### config.mk
export PLATFORM = sky130hd
export DESIGN_NAME = nested_loop_seq
export DESIGN_NICKNAME = d
export VERILOG_FILES = /design/src/rtl/nested_loop_pkg.sv /design/src/rtl/nested_loop_seq_loop_counter.sv /design/src/rtl/nested_loop_seq.sv
export SDC_FILE = /design/constraint.sdc
export NUM_CORES = 1
export LEC_CHECK = 0
export ABC_AREA = 1
export CORE_MARGIN = 1
export CORE_UTILIZATION = 57
export DETAILED_ROUTE_END_ITERATION = 8
export HOLD_SLACK_MARGIN = 0.02
export PLACE_DENSITY_LB_ADDON = 0.12
export SLEW_MARGIN = 20
export SYNTH_ARGS = -nofsm -noshare
export SYNTH_HDL_FRONTEND = slang
export SYNTH_HIERARCHICAL = 1
export SYNTH_SLANG_ARGS = --single-unit
### constraint.sdc
create_clock -name clk_i -period 6.6 [get_ports clk_i]
set_input_delay 1.32 -clock clk_i [delete_from_list [all_inputs] [get_ports clk_i]]
set_output_delay 1.32 -clock clk_i [all_outputs]
set_load 0.01 [all_outputs]
### src/rtl/nested_loop_pkg.sv
// Shared types and constants for the nested-loop sequencer.
package nested_loop_pkg;

   localparam int unsigned DEFAULT_W = 8;

   typedef enum logic [1:0] {
      IDLE  = 2'd0,
      OUTER = 2'd1,
      INNER = 2'd2,
      DONE  = 2'd3
   } state_e;

endpackage

### src/rtl/nested_loop_seq_loop_counter.sv
// W-bit index counter with synchronous clear, increment and a terminal flag at limit-1.
module loop_counter #(
   parameter int unsigned W = 8
) (
   input  logic         clk_i,
   input  logic         rst_n_i,
   input  logic         clr_i,
   input  logic         inc_i,
   input  logic [W-1:0] limit_i,
   output logic [W-1:0] value_o,
   output logic         last_o
);

   logic [W-1:0] value_q, value_d;
   logic [W-1:0] limit_m1;

   assign limit_m1 = limit_i - {{(W-1){1'b0}}, 1'b1};

   always_comb begin
      value_d = value_q;
      if (clr_i)      value_d = '0;
      else if (inc_i) value_d = value_q + {{(W-1){1'b0}}, 1'b1};
   end

   always_ff @(posedge clk_i or negedge rst_n_i) begin
      if (!rst_n_i) value_q <= '0;
      else          value_q <= value_d;
   end

   assign value_o = value_q;
   assign last_o  = (value_q == limit_m1);

endmodule

### src/rtl/nested_loop_seq.sv
// Timed nested-loop sequencer: outer body bumps act2, each inner body copies act2 into act1.
//
// state | meaning
// IDLE  | waiting for start; act1/act2 hold last results
// OUTER | one cycle per outer iteration, act2 increments
// INNER | one cycle per inner iteration, act1 <= act2
// DONE  | single completion cycle, optional auto-restart
module nested_loop_seq
   import nested_loop_pkg::*;
#(
   parameter int unsigned W = DEFAULT_W
) (
   input  logic         clk_i,
   input  logic         rst_n_i,
   input  logic         start_i,
   input  logic [W-1:0] outer_n_i,
   input  logic [W-1:0] inner_n_i,
   input  logic         auto_restart_i,
   input  logic         hold_i,
   input  logic         abort_i,
   output logic         busy_o,
   output logic         done_o,
   output logic         outer_stb_o,
   output logic         inner_stb_o,
   output logic [W-1:0] x_o,
   output logic [W-1:0] y_o,
   output logic [W-1:0] act1_o,
   output logic [W-1:0] act2_o
);

   state_e       state_q, state_d;
   logic [W-1:0] outer_n_q, outer_n_d;
   logic [W-1:0] inner_n_q, inner_n_d;
   logic [W-1:0] act1_q, act1_d;
   logic [W-1:0] act2_q, act2_d;

   logic         run;
   logic         accept, restart, next_x, zero_l, zero_in;
   logic         x_clr, x_inc, y_clr, y_inc, x_last, y_last;
   logic [W-1:0] x_val, y_val;

   assign run     = !abort_i && !hold_i;
   assign accept  = (state_q == IDLE) && start_i;
   assign restart = (state_q == DONE) && auto_restart_i;
   assign next_x  = (state_q == INNER) && y_last && !x_last;
   assign zero_l  = (outer_n_q == '0) || (inner_n_q == '0);
   assign zero_in = (outer_n_i == '0) || (inner_n_i == '0);

   // abort wins over hold and start; hold freezes everything else
   always_comb begin
      state_d = state_q;
      if (abort_i) begin
         state_d = IDLE;
      end else if (!hold_i) begin
         unique case (state_q)
            IDLE:  if (start_i) state_d = zero_in ? DONE : OUTER;
            OUTER: state_d = INNER;
            INNER: if (y_last) state_d = x_last ? DONE : OUTER;
            DONE:  state_d = auto_restart_i ? (zero_l ? DONE : OUTER) : IDLE;
            default: state_d = IDLE;
         endcase
      end
   end

   always_comb begin
      outer_n_d = outer_n_q;
      inner_n_d = inner_n_q;
      act1_d    = act1_q;
      act2_d    = act2_q;
      if (run) begin
         if (accept) begin
            outer_n_d = outer_n_i;
            inner_n_d = inner_n_i;
         end
         if (accept || restart) begin
            act1_d = '0;
            act2_d = '0;
         end else if (state_q == OUTER) begin
            act2_d = act2_q + {{(W-1){1'b0}}, 1'b1};
         end else if (state_q == INNER) begin
            act1_d = act2_q;
         end
      end
   end

   always_ff @(posedge clk_i or negedge rst_n_i) begin
      if (!rst_n_i) begin
         state_q   <= IDLE;
         outer_n_q <= '0;
         inner_n_q <= '0;
         act1_q    <= '0;
         act2_q    <= '0;
      end else begin
         state_q   <= state_d;
         outer_n_q <= outer_n_d;
         inner_n_q <= inner_n_d;
         act1_q    <= act1_d;
         act2_q    <= act2_d;
      end
   end

   assign x_clr = abort_i || (!hold_i && (accept || restart));
   assign x_inc = run && next_x;
   assign y_clr = abort_i || (!hold_i && (accept || restart || (state_q == OUTER) || next_x));
   assign y_inc = run && (state_q == INNER) && !y_last;

   loop_counter #(.W(W)) u_x_cnt (
      .clk_i   (clk_i),
      .rst_n_i (rst_n_i),
      .clr_i   (x_clr),
      .inc_i   (x_inc),
      .limit_i (outer_n_q),
      .value_o (x_val),
      .last_o  (x_last)
   );

   loop_counter #(.W(W)) u_y_cnt (
      .clk_i   (clk_i),
      .rst_n_i (rst_n_i),
      .clr_i   (y_clr),
      .inc_i   (y_inc),
      .limit_i (inner_n_q),
      .value_o (y_val),
      .last_o  (y_last)
   );

   always_comb begin
      busy_o      = (state_q != IDLE);
      done_o      = (state_q == DONE);
      outer_stb_o = (state_q == OUTER) && !hold_i;
      inner_stb_o = (state_q == INNER) && !hold_i;
   end

   assign x_o    = x_val;
   assign y_o    = y_val;
   assign act1_o = act1_q;
   assign act2_o = act2_q;

endmodule

==> results.py, run 1 <==
metrics = {
    "timing": {
        "final_max_slew_viol_count": 0,
        "worst_pin_slew_ns": 0.897,
        "holdWs_ns": 0.487,
        "max_freq_mhz": 258,
        "setup_viol": 0,
        "period_share_pct": 58.7,
        "clock_skew_ns": 0.0104,
        "fin_setup_tns_ns": 0,
        "layout_min_cycle_time_ns": 3.87,
        "hold_viol_final": 0,
        "rsz0062_at_grt": "no",
        "slew_headroom_pct": 40.0,
    },
    "routing": {
        "vias": 3107,
        "routed.top_layer": "met4",
        "wl_met3_um": 401,
        "vias_per_cell": 5.07,
        "drtIter0Drc": 177,
        "wirelength_um": 7460,
        "wl_met2_um": 3540,
        "drt-pass1-iter-count": 8,
        "ant_nets": 0,
        "drt-met1-wl_um": 3420,
        "drc": 0,
        "wire_per_inst_um": 12.2,
    },
    "logic_synthesis": {
        "synth_top_cell_by_area": "dfrtp_1",
        "netlist.area_leader.share_pct": 38.7,
        "synthTopCellsByArea": "dfrtp_1 39%, nand2_1 16%, inv_1 9.5%",
        "synth_fp_nets": 506,
        "synth-seq-area-share_pct": 38.7,
        "synth_seq_cells": 50,
        "yosys_warnings": 6,
        "syn-cell-area_um2": 3230,
        "synth_cells": 479,
        "synth_area_per_cell_um2": 6.75,
        "ys_types": 26,
    },
    "setup_path": {
        "path_cells": "clkdlybuf4s50_1, nor2_1, clkdlybuf4s50_1",
        "crit_fanout": 6,
        "cp.arrival_ns": 2.55,
        "critPathCaptureType": "output pin",
        "r2r_slack_ns": 3.79,
        "path_class": "input pin to output pin",
        "r2r-end": "u_y_cnt/value_o[6]",
        "timing.rr.start": "inner_n_q[0]",
        "cpMostUsedCell": "clkdlybuf4s50_1",
        "max_stage_delay_ns": 0.55,
        "reg2reg_depth": 19,
        "start_kind": "input pin",
        "required_ns": 5.28,
        "crit_start": "hold_i",
        "cp_slowest_cell": "clkdlybuf4s50_1",
    },
    "floorplanning": {
        "die_y_um": 77.3,
        "die_area_um2": 5980,
        "start_util_pct": 59.1,
        "io-pin-count": 58,
        "core_area_um2": 5470,
        "num_rows": 27,
        "fp.dieW_um": 77.3,
    },
    "cts": {
        "clk_latency_ns": 0.31,
        "htree_levels": 2,
        "hold_buffers": 0,
        "ctsResizeCount": 0,
        "cts.clk_slew.worst_paths_ns": 0.10,
        "clockBufferDepth": 2,
        "cts.sinks": 50,
        "post_cts_buffers": 0,
        "cts_buffers": 5,
        "cts_tree": "done",
        "cts_root_buf": "clkbuf_8",
    },
    "global_route": {
        "grt_pass1_vias": 2903,
        "grt_pass1_wl_um": 12700,
        "grt_usage_pct": 26.6,
        "antenna_found_initial": 0,
        "grt_max_degree": 51,
        "grt-ovfl-total": 0,
    },
    "power_and_ir_drop": {
        "power_density_nw_per_um2": 221,
        "p_switching_uw": 311,
        "power.share.sequential_pct": 45.5,
        "power.total_uw": 880,
        "p_clk_share_pct": 25.0,
        "ir_drop_mv": 0.141,
        "comb_power_share_pct": 29.6,
        "p_int_uw": 569,
        "p_leak_uw": 0.00198,
        "p_sw_share_pct": 35.3,
    },
    "final_layout": {
        "mostFrequentLayoutCells": "136 x nand2_1, 82 x inv_1, 56 x nor2_1, 56 x clkdlybuf4s50_1, 50 x dfrtp_1",
        "area_growth_pct": 23.3,
        "fillers": 462,
        "drive_gt1_share_pct": 6.10,
        "final_common_cell": "nand2_1",
        "diodes": 0,
        "layout.nets": 567,
    },
    "min_path": {
        "min_path_cells": 2,
        "hp-start": "act1_o[3]",
        "hp-class": "flip-flop to flip-flop",
        "holdPathEnd": "act1_o[3]",
    },
    "flow_run": {
        "cap_violations": 0,
    },
    "run_status": {
        "status": "finished clean",
    },
    "placed_design": {
        "port_buffers": 57,
        "post-dp-hpwl_um": 5500,
        "routabilityCongestion": 0.840,
    },
}
## cells by family after synthesis
logic type      share of synthesized area, %
flops                                   38.7
compound gates                          9.44
simple gates                            33.7
buf+inv                                 11.1
xor+xnor                                5.15
fa+ha+maj                               1.93
## cells in the mapped netlist, drive strengths merged
library cell	instances
xor2	13
nor2	64
o21ai	45
nand2	140
or2	1
nand4	1
buf	3
ha	5
clkbuf	1
nor3	7
a211oi	2
and2	2
nand3	37
dfrtp	50
xnor2	6
inv	89
a21oi	13
## flip-flops by register name, indices dropped and copies added, names as in the netlist
register and flops:
act1_o 8, act2_o 8, inner_n_q 8, outer_n_q 8, state_q 2, u_x_cnt/value_o 8
u_y_cnt/value_o 8
## critical path: cells and delay by family
family	cells	cell delay [ns]
buf+inv	2	1.08
simple gates	1	0.15
## metrics by stage
| stage | instances | instance area [µm²] | util, % | setup slack (ns) |
|---|---|---|---|---|
| global route | 613 | 3990 | 72.9 | 2.63 |
| global placement | 605 | 3880 | 70.9 | 2.77 |
| finish | 613 | 3990 | 72.9 | 2.73 |
| CTS | 613 | 3990 | 72.9 | 2.73 |
| floorplan | 479 | 3230 | - | 3.79 |
| detailed placement | 605 | 3880 | 70.9 | 2.73 |
## final cells by class
| type | count | area (µm²) | area share (%) |
|---|---|---|---|
| clock buffers | 6 | 72.6 | 1.82 |
| clock inverters | 2 | 37.5 | 0.941 |
| inverters | 89 | 339 | 8.50 |
| multi-input cells | 336 | 1630 | 40.7 |
| flip-flops and latches | 50 | 1250 | 31.4 |
| well taps | 72 | 90.1 | 2.26 |
| repair buffers | 58 | 573 | 14.4 |
## power groups by stage
stage | combinational [µW] | sequential (µW) | clock (µW)
finish | 260 | 400 | 220
global route | 296 | 408 | 234
CTS | 259 | 400 | 221
detailed placement | 256 | 406 | 0
global placement | 247 | 403 | 0
floorplan | 169 | 394 | 0
## worst max-delay path by stage
stage | endpoint | depth (start not counted)
2_1_floorplan | inner_stb_o | 1
3_3_place_gp | inner_stb_o | 3
3_5_place_dp | inner_stb_o | 3
4_1_cts | inner_stb_o | 3
5_1_grt | inner_stb_o | 3
6_report | inner_stb_o | 3
## per-layer routing
metal	up-vias	global-route usage (%)
met1	1425	34.9
li1	1590	-
met5	-	0
met2	83	45.0
met4	0	7.92
met3	9	4.05
Note: power is estimated with default switching activity, not from simulation.
==> run 2, diff against run 1 <==
- CORE_UTILIZATION: 57 -> 48
- clock period: 6.6 -> 3.47 ns (I/O delays scaled with it)
==> results.py, run 2 (same netlist as run 1, synthesis figures left out) <==
metrics = {
    "timing": {
        "hold_viol_final": 0,
        "clock_skew_ns": 0.00648,
        "holdWs_ns": 0.485,
        "period_share_pct": 77.7,
        "final_max_slew_viol_count": 0,
        "layout_min_cycle_time_ns": 2.70,
        "rsz0062_at_grt": "no",
        "worst_pin_slew_ns": 0.863,
        "max_freq_mhz": 371,
        "slew_headroom_pct": 42.5,
        "setup_viol": 0,
        "fin_setup_tns_ns": 0,
    },
    "routing": {
        "vias": 3115,
        "drc": 8,
        "vias_per_cell": 5.03,
        "drtIter0Drc": 133,
        "wirelength_um": 7660,
        "drt-pass1-iter-count": 7,
        "wire_per_inst_um": 12.4,
        "ant_nets": 0,
    },
    "floorplanning": {
        "die_area_um2": 7070,
        "core_area_um2": 6420,
        "num_rows": 29,
        "io-pin-count": 58,
        "fp.dieW_um": 84.1,
        "die_y_um": 84.1,
        "start_util_pct": 50.4,
    },
    "cts": {
        "clockBufferDepth": 2,
        "cts.sinks": 50,
        "cts_root_buf": "clkbuf_8",
        "hold_buffers": 0,
        "htree_levels": 2,
        "clk_latency_ns": 0.30,
        "cts_buffers": 5,
        "cts.clk_slew.worst_paths_ns": 0.10,
        "cts_tree": "done",
        "ctsResizeCount": 0,
        "post_cts_buffers": 0,
    },
    "power_and_ir_drop": {
        "ir_drop_mv": 0.203,
        "power_density_nw_per_um2": 408,
        "p_leak_uw": 0.00199,
    },
    "global_route": {
        "grt_pass1_vias": 2987,
        "grt_pass1_wl_um": 13100,
        "grt_max_degree": 38,
        "grt_usage_pct": 22.7,
        "antenna_found_initial": 0,
        "grt-ovfl-total": 0,
    },
    "setup_path": {
        "reg2reg_depth": 17,
        "r2r-end": "u_x_cnt/value_o[6]",
        "timing.rr.start": "inner_n_q[0]",
        "r2r_slack_ns": 0.77,
        "cp.arrival_ns": 2.93,
        "crit_start": "inner_n_q[0]",
        "crit_fanout": 6,
        "required_ns": 3.71,
        "critPathCaptureType": "flip-flop",
        "path_class": "flip-flop to flip-flop",
        "start_kind": "flip-flop",
    },
    "final_layout": {
        "layout.nets": 568,
        "final_common_cell": "nand2_1",
        "mostFrequentLayoutCells": "136 x nand2_1, 82 x inv_1, 56 x nor2_1, 56 x clkdlybuf4s50_1, 50 x dfrtp_1",
        "area_growth_pct": 23.4,
        "drive_gt1_share_pct": 6.46,
        "diodes": 0,
    },
    "placed_design": {
        "routabilityCongestion": 0.906,
        "port_buffers": 57,
        "post-dp-hpwl_um": 5700,
    },
    "min_path": {
        "hp-class": "input pin to asynchronous set/reset pin",
    },
    "run_status": {
        "violations": "design-rule violations",
        "status": "complete, but fails checks",
    },
    "flow_run": {
        "cap_violations": 0,
    },
}
run 2: changes by cell type in the layout (fill, tap and decap cells not counted):
cell,before,now
buf_4,1,2
bufinv_16,1,0
clkbuf_1,1,0
clkbuf_8,5,6
inv_6,0,1
run 2: worst max path at each step:
stage,slack [ns],endpoint,cells past startpoint
6_report,0.77,u_x_cnt/value_o[6],17
3_5_place_dp,0.76,u_y_cnt/value_o[6],10
2_1_floorplan,1.17,u_x_cnt/value_o[6],15
3_3_place_gp,0.80,u_y_cnt/value_o[6],10
5_1_grt,0.52,u_x_cnt/value_o[6],17
4_1_cts,0.81,inner_stb_o,3
run 2: power breakdown:
group	switching [µW]	leakage, µW	internal (µW)	total [µW]
Sequential	107	0.000667	649	756
Clock	210	0.0000478	165	375
Combinational	278	0.00127	218	496
run 2: cell type report:
type / count / area (µm²)
sequential: 50 / 1250
inverter: 89 / 339
clock buffer: 6 / 82.6
timing repair buffer: 59 / 581
multi-input combinational: 336 / 1630
clock inverter: 2 / 16.3
tap: 77 / 96.3
fill: 594 / 2430
run 2: layer usage:
metal / global-route usage [%] / part of all wire, % / vias up
met2: 39.1 / 47 / 73
li1: - / - / 1598
met5: 0 / 0 / -
met3: 2.87 / 4.5 / 6
met1: 30.5 / 48 / 1438
met4: 5.02 / 0.60 / 0
run 2: worst max-delay path: stages, from the launching register on:
cell and delay, ns:
dfrtp_1 0.45, inv_1 0.12, ha_1 0.21, nand2_1 0.08, nor2_1 0.15, nand3_1 0.10, nand2_1 0.07, nand3_1 0.07
nor2_1 0.18, inv_1 0.08, nor3_1 0.23, and2_1 0.28, nor2_2 0.10, nor2_4 0.13, nand3_2 0.10, o21ai_1 0.14
nand2_1 0.06, nor2_1 0.09
run 2: per-stage QoR:
step                      setup WS (ns)  std cells  total power (µW)  utilization, %  area, µm²
after floorplan                    1.17        479              1070               -       3230
after global routing              0.523        619              1740            62.1       3990
after global placement            0.797        611              1240            60.6       3890
after CTS                         0.807        619              1640            62.1       3990
final                             0.774        619              1630            62.1       3990
after detailed placement          0.761        611              1260            60.6       3890
